## src/rtl/fp_round_pipe.sv

```systemverilog
// Two-stage IEEE-754 rounding unit: stage 1 picks the increment and forms the
// rounded significand, stage 2 fixes up the exponent and packs the result with flags.
module fp_round_pipe #(
    parameter int EW = 11,
    parameter int FW = 52
) (
    input  logic            clk,
    input  logic            rst,
    input  logic            ce,
    input  logic [2:0]      rm,
    input  logic            i_valid,
    output logic            i_ready,
    input  logic            i_sign,
    input  logic [EW-1:0]   i_exp,
    input  logic [FW+3:0]   i_sig,
    output logic            o_valid,
    input  logic            o_ready,
    output logic [EW+FW:0]  o,
    output logic            o_nx,
    output logic            o_of,
    output logic            o_uf
);

    logic            adv;

    logic            in_special;
    logic            in_inx;
    logic            in_rnd;
    logic            in_rod;
    logic [FW+1:0]   in_sum;

    logic            s1_valid;
    logic            s1_sign;
    logic            s1_special;
    logic [EW-1:0]   s1_exp;
    logic [FW+1:0]   s1_sum;
    logic            s1_carry;
    logic            s1_den;
    logic            s1_inx;
    logic            s1_rod;

    logic [EW-1:0]   r_exp;
    logic [FW-1:0]   r_frac;
    logic            r_nx;
    logic            r_of;
    logic            r_uf;

    assign adv     = ce & (~o_valid | o_ready);
    // Reset empties the output register, so the unit is ready whenever clocked.
    assign i_ready = ce & (rst | ~o_valid | o_ready);

    always_comb begin
        logic g, r, s, l;
        l          = i_sig[3];
        g          = i_sig[2];
        r          = i_sig[1];
        s          = i_sig[0];
        in_special = &i_exp;
        in_inx     = g | r | s;
        in_rod     = (rm == 3'b101);
        case (rm)
            3'b001:  in_rnd = 1'b0;
            3'b010:  in_rnd = in_inx & ~i_sign;
            3'b011:  in_rnd = in_inx & i_sign;
            3'b100:  in_rnd = g;
            3'b101:  in_rnd = 1'b0;
            default: in_rnd = (g & (r | s)) | (g & ~r & ~s & l);
        endcase
        if (in_special) begin
            in_rnd = 1'b0;
        end
        in_sum = {1'b0, i_sig[FW+3:3]} + {{(FW+1){1'b0}}, in_rnd};
    end

    always_comb begin
        r_exp  = s1_exp;
        r_frac = s1_sum[FW-1:0];
        r_of   = 1'b0;
        if (s1_special) begin
            r_exp = '1;
        end else if (s1_carry) begin
            r_exp  = s1_exp + 1'b1;
            r_frac = '0;
        end else if (s1_den && s1_sum[FW]) begin
            r_exp = {{(EW-1){1'b0}}, 1'b1};
        end
        if (!s1_special && s1_rod && s1_inx) begin
            r_frac[0] = 1'b1;
        end
        // Rounding carried the exponent into the Inf/NaN code: saturate to Inf.
        if (!s1_special && (&r_exp)) begin
            r_frac = '0;
            r_of   = 1'b1;
        end
        r_nx = ~s1_special & s1_inx;
        r_uf = ~s1_special & s1_inx & (r_exp == '0);
    end

    always_ff @(posedge clk) begin
        if (rst) begin
            s1_valid <= 1'b0;
            o_valid  <= 1'b0;
            o        <= '0;
            o_nx     <= 1'b0;
            o_of     <= 1'b0;
            o_uf     <= 1'b0;
        end else if (adv) begin
            s1_valid <= i_valid;
            if (i_valid) begin
                s1_sign    <= i_sign;
                s1_special <= in_special;
                s1_exp     <= i_exp;
                s1_sum     <= in_sum;
                s1_carry   <= in_sum[FW+1];
                s1_den     <= (i_exp == '0);
                s1_inx     <= in_inx & ~in_special;
                s1_rod     <= in_rod;
            end
            o_valid <= s1_valid;
            if (s1_valid) begin
                o    <= {s1_sign, r_exp, r_frac};
                o_nx <= r_nx;
                o_of <= r_of;
                o_uf <= r_uf;
            end
        end
    end

endmodule

```

## config.mk

```make
export PLATFORM = sky130hd
export DESIGN_NAME = fp_round_pipe
export DESIGN_NICKNAME = d
export VERILOG_FILES = /design/src/rtl/fp_round_pipe.sv
export SDC_FILE = /design/constraint.sdc
export NUM_CORES = 1
export LEC_CHECK = 0
export ABC_AREA = 1
export CAP_MARGIN = 5
export CORE_MARGIN = 4
export CORE_UTILIZATION = 40
export CTS_CLUSTER_SIZE = 8
export DETAILED_ROUTE_END_ITERATION = 10
export MAX_ROUTING_LAYER = met4
export PLACE_DENSITY = 0.76
export SLEW_MARGIN = 10
export SYNTH_ARGS = -nofsm -noshare
export SYNTH_HDL_FRONTEND = slang
export SYNTH_SLANG_ARGS = --single-unit
export TNS_END_PERCENT = 50
```

## constraint.sdc

```tcl
create_clock -name clk -period 4.4 [get_ports clk]
set_input_delay 0.44 -clock clk [delete_from_list [all_inputs] [get_ports clk]]
set_output_delay 0.44 -clock clk [all_outputs]
set_load 0.05 [all_outputs]
```

==> results.ini <==
[status]
status=finished clean

[route]
drtIter0Drc=472
routed-via-count=6391
wirelength_um=19610
first_pass_iters=6
vias_per_cell=5.056
ant_nets=0
wl_per_cell_um=15.51
drc=0

[placement]
routabilityCongestion=0.9925
io_buffers=144
place.detailed.hpwl_um=15020

[layout]
final_common_cell=nand2_1
fill_cells=1635
multiInputGateArea_sq_um=3183
nNetsFinal=1104
area.growth.synth_to_final_pct=31.35
seqCellArea_sq_um=3483
drive_gt1_frac=0.06455
mostFrequentLayoutCells=275 x nand2_1, 143 x clkdlybuf4s50_1, 121 x nor2_1, 70 x a21oi_1, 70 x edfxtp_1

[min_path]
hold_class=reg2reg

[synthesis]
ys_seq_area_frac=0.4953
synthXorXnorAreaFrac=0.06333
synth_edf_count=70
yosys_warnings=0
postSynthAreaPerCell_sq_um=7.911
synth_mux_area_frac=0
synth-compound-area-share=0.06618
syn_area_sq_um=7033
async_flop_share=0
ys_top_cells_by_area=edfxtp_1 30%, dfxtp_1 20%, nand2_1 15%, nor2_1 6.5%, a21oi_1 5.0%
synth-seq-cells=139
yosys.area.top_type=edfxtp_1
synth_top_area_share=0.2989
synth_ff_type=edfxtp_1
synth_top_family_by_area=simple AND/OR/NAND/NOR gates
synthCells=889
synth_fa_ha_area_frac=0.005337
synth.distinct_cells=39
yosys.area_share.simple=0.3156
synth_nets=968

[floorplanning]
dieHeight_um=140.6
initial_core_util=0.4080
die-area_sq_um=19770
core-area_sq_um=17240
rows=48
dieWidth_um=140.6
num_io_pins=145

[clock_tree]
cts_buffers=17
cts_max_path_buffers=2
ctsHoldBuffers=0
cts_resized=0
cts_setup_buffers=0
clk_pin_slew_worst_paths_ns=0.06
cts.sinks=139
cts_root_buf=clkbuf_16
cts_tree=done
cts.htree.levels=4
clkLatencyLatePin_ns=0.42

[setup_path]
startpoint_type=input pin
required_ns=4.57
crit_arrival_ns=3.34
crit_fanout=5
cp-end-kind=flip-flop
critical_path_class=in2reg

[grt]
grt_pass1_wl_um=31140
grt_pass1_vias=6134
grt_remaining_overflow=0
grt_max_degree=76
grt_use_total=0.2031
antenna_found_initial=1

[power]
peakVddDrop_uv=273.8
power_mw=3.152
powerDensity_nw_per_um2=341.2
p_int_mw=2.364
p_leak_nw=3.492
swShare=0.2499
power.clock.fraction=0.438
pwr-share-comb=0.112
power.switching_mw=0.7878
p_seq_frac=0.450

[sta]
tns_ns=0
fin_crit_ns=3.170
grt_setup_unrepaired=no
worstMarginPinSlew_ns=1.014
hold_violations=0
slew_viol_final=0
relSlewSlack=0.3213
finalClockSkew_ns=0.007143
setup_violations=0
fmax_mhz=315.4
timing.final.crit_share=0.7205

[flow_run]
maxCapViolations=0

-- power by group through the flow --
stage               clock network (mW)  logic, mW  registers, mW
CTS                               1.41      0.354           1.42
floorplan                            0      0.132           1.50
detailed placement                   0      0.352           1.45
finish                            1.38      0.353           1.42
global placement                     0      0.347           1.44
global route                      1.45      0.383           1.42
-- routing by layer --
metal / global-route usage / up-vias / share of wire
met2: 0.3314 / 205 / 0.49
met5: - / - / 0
met4: 0.07649 / 0 / 0.025
met3: 0.04172 / 36 / 0.056
met1: 0.2496 / 2964 / 0.43
li1: - / 3186 / -
-- cells in the mapped netlist (all sizes together), types with 10 or more instances --
master,n
nand2,282
nor2,131
a21oi,70
edfxtp,70
dfxtp,69
inv,61
nand3,43
xor2,32
clkbuf,25
nand4,22
xnor2,18
nor3,17
o21ai,15
nor4,10
-- worst paths after layout --
path / start / end / slack [ns] / cells after the start
setup reg to reg: s1_exp[0] / o[45] / 1.79 / 10
setup / recovery: rm[0] / s1_sum[48] / 1.23 / 18
hold / removal: o[53] / o[53] / 0.46 / 2
hold reg to reg: o[53] / o[53] / 0.46 / 2
-- flip-flops by register name, summed over array words and instances (netlist names) --
| register | cells |
|---|---|
| s1_rod | 1 |
| s1_carry | 1 |
| o | 64 |
| o_uf | 1 |
| s1_sum | 53 |
| o_valid | 1 |
| o_nx | 1 |
| s1_exp | 11 |
| o_of | 1 |
| s1_special | 1 |
| s1_sign | 1 |
| s1_valid | 1 |
| s1_den | 1 |
| s1_inx | 1 |
-- cell families (layout without fill, tap and decap cells) --
kind of cell	Yosys count	after routing
adder cells (fa/ha/maj)	3	3
buffers and inverters	95	244
XOR/XNOR	50	50
flip-flops	139	139
other	0	1
AO/OA/AOI/OAI	90	90
AND/OR/NAND/NOR	512	512
-- layout make-up --
class | count | area share
sequential | 139 | 0.3771
multi-input combinational | 655 | 0.3446
timing repair buffer | 149 | 0.1596
clock buffer | 19 | 0.05025
tap | 225 | 0.03048
inverter | 63 | 0.02587
clock inverter | 13 | 0.01192
antenna | 1 | 0.0002709
-- worst max-delay path: stages --
cell,delay [ns]
clkdlybuf4s50_1,0.44
inv_1,0.11
or2_2,0.13
o311ai_0,0.13
o31ai_1,0.10
nand2_1,0.09
a21oi_1,0.14
ha_1,0.23
ha_1,0.28
nand2_2,0.09
nor2_4,0.15
nand3_2,0.16
nor2_4,0.14
nand3_2,0.11
or2_4,0.27
nor2_4,0.10
nand2_2,0.07
xnor2_2,0.12
-- per-stage QoR --
step	worst slack (ns)	hold slack (ns)	util	instances	area (sq um)
floorplan	0.1340	0.4397	-	889	7033
global placement	1.012	0.4532	0.5025	1231	8661
detailed placement	0.8552	0.4560	0.5025	1231	8661
CTS	1.263	0.4656	0.5358	1263	9235
global route	1.007	0.4832	0.5359	1264	9238
finish	1.230	0.4631	0.5359	1264	9238
No activity file was read; power rests on OpenSTA's default activity.
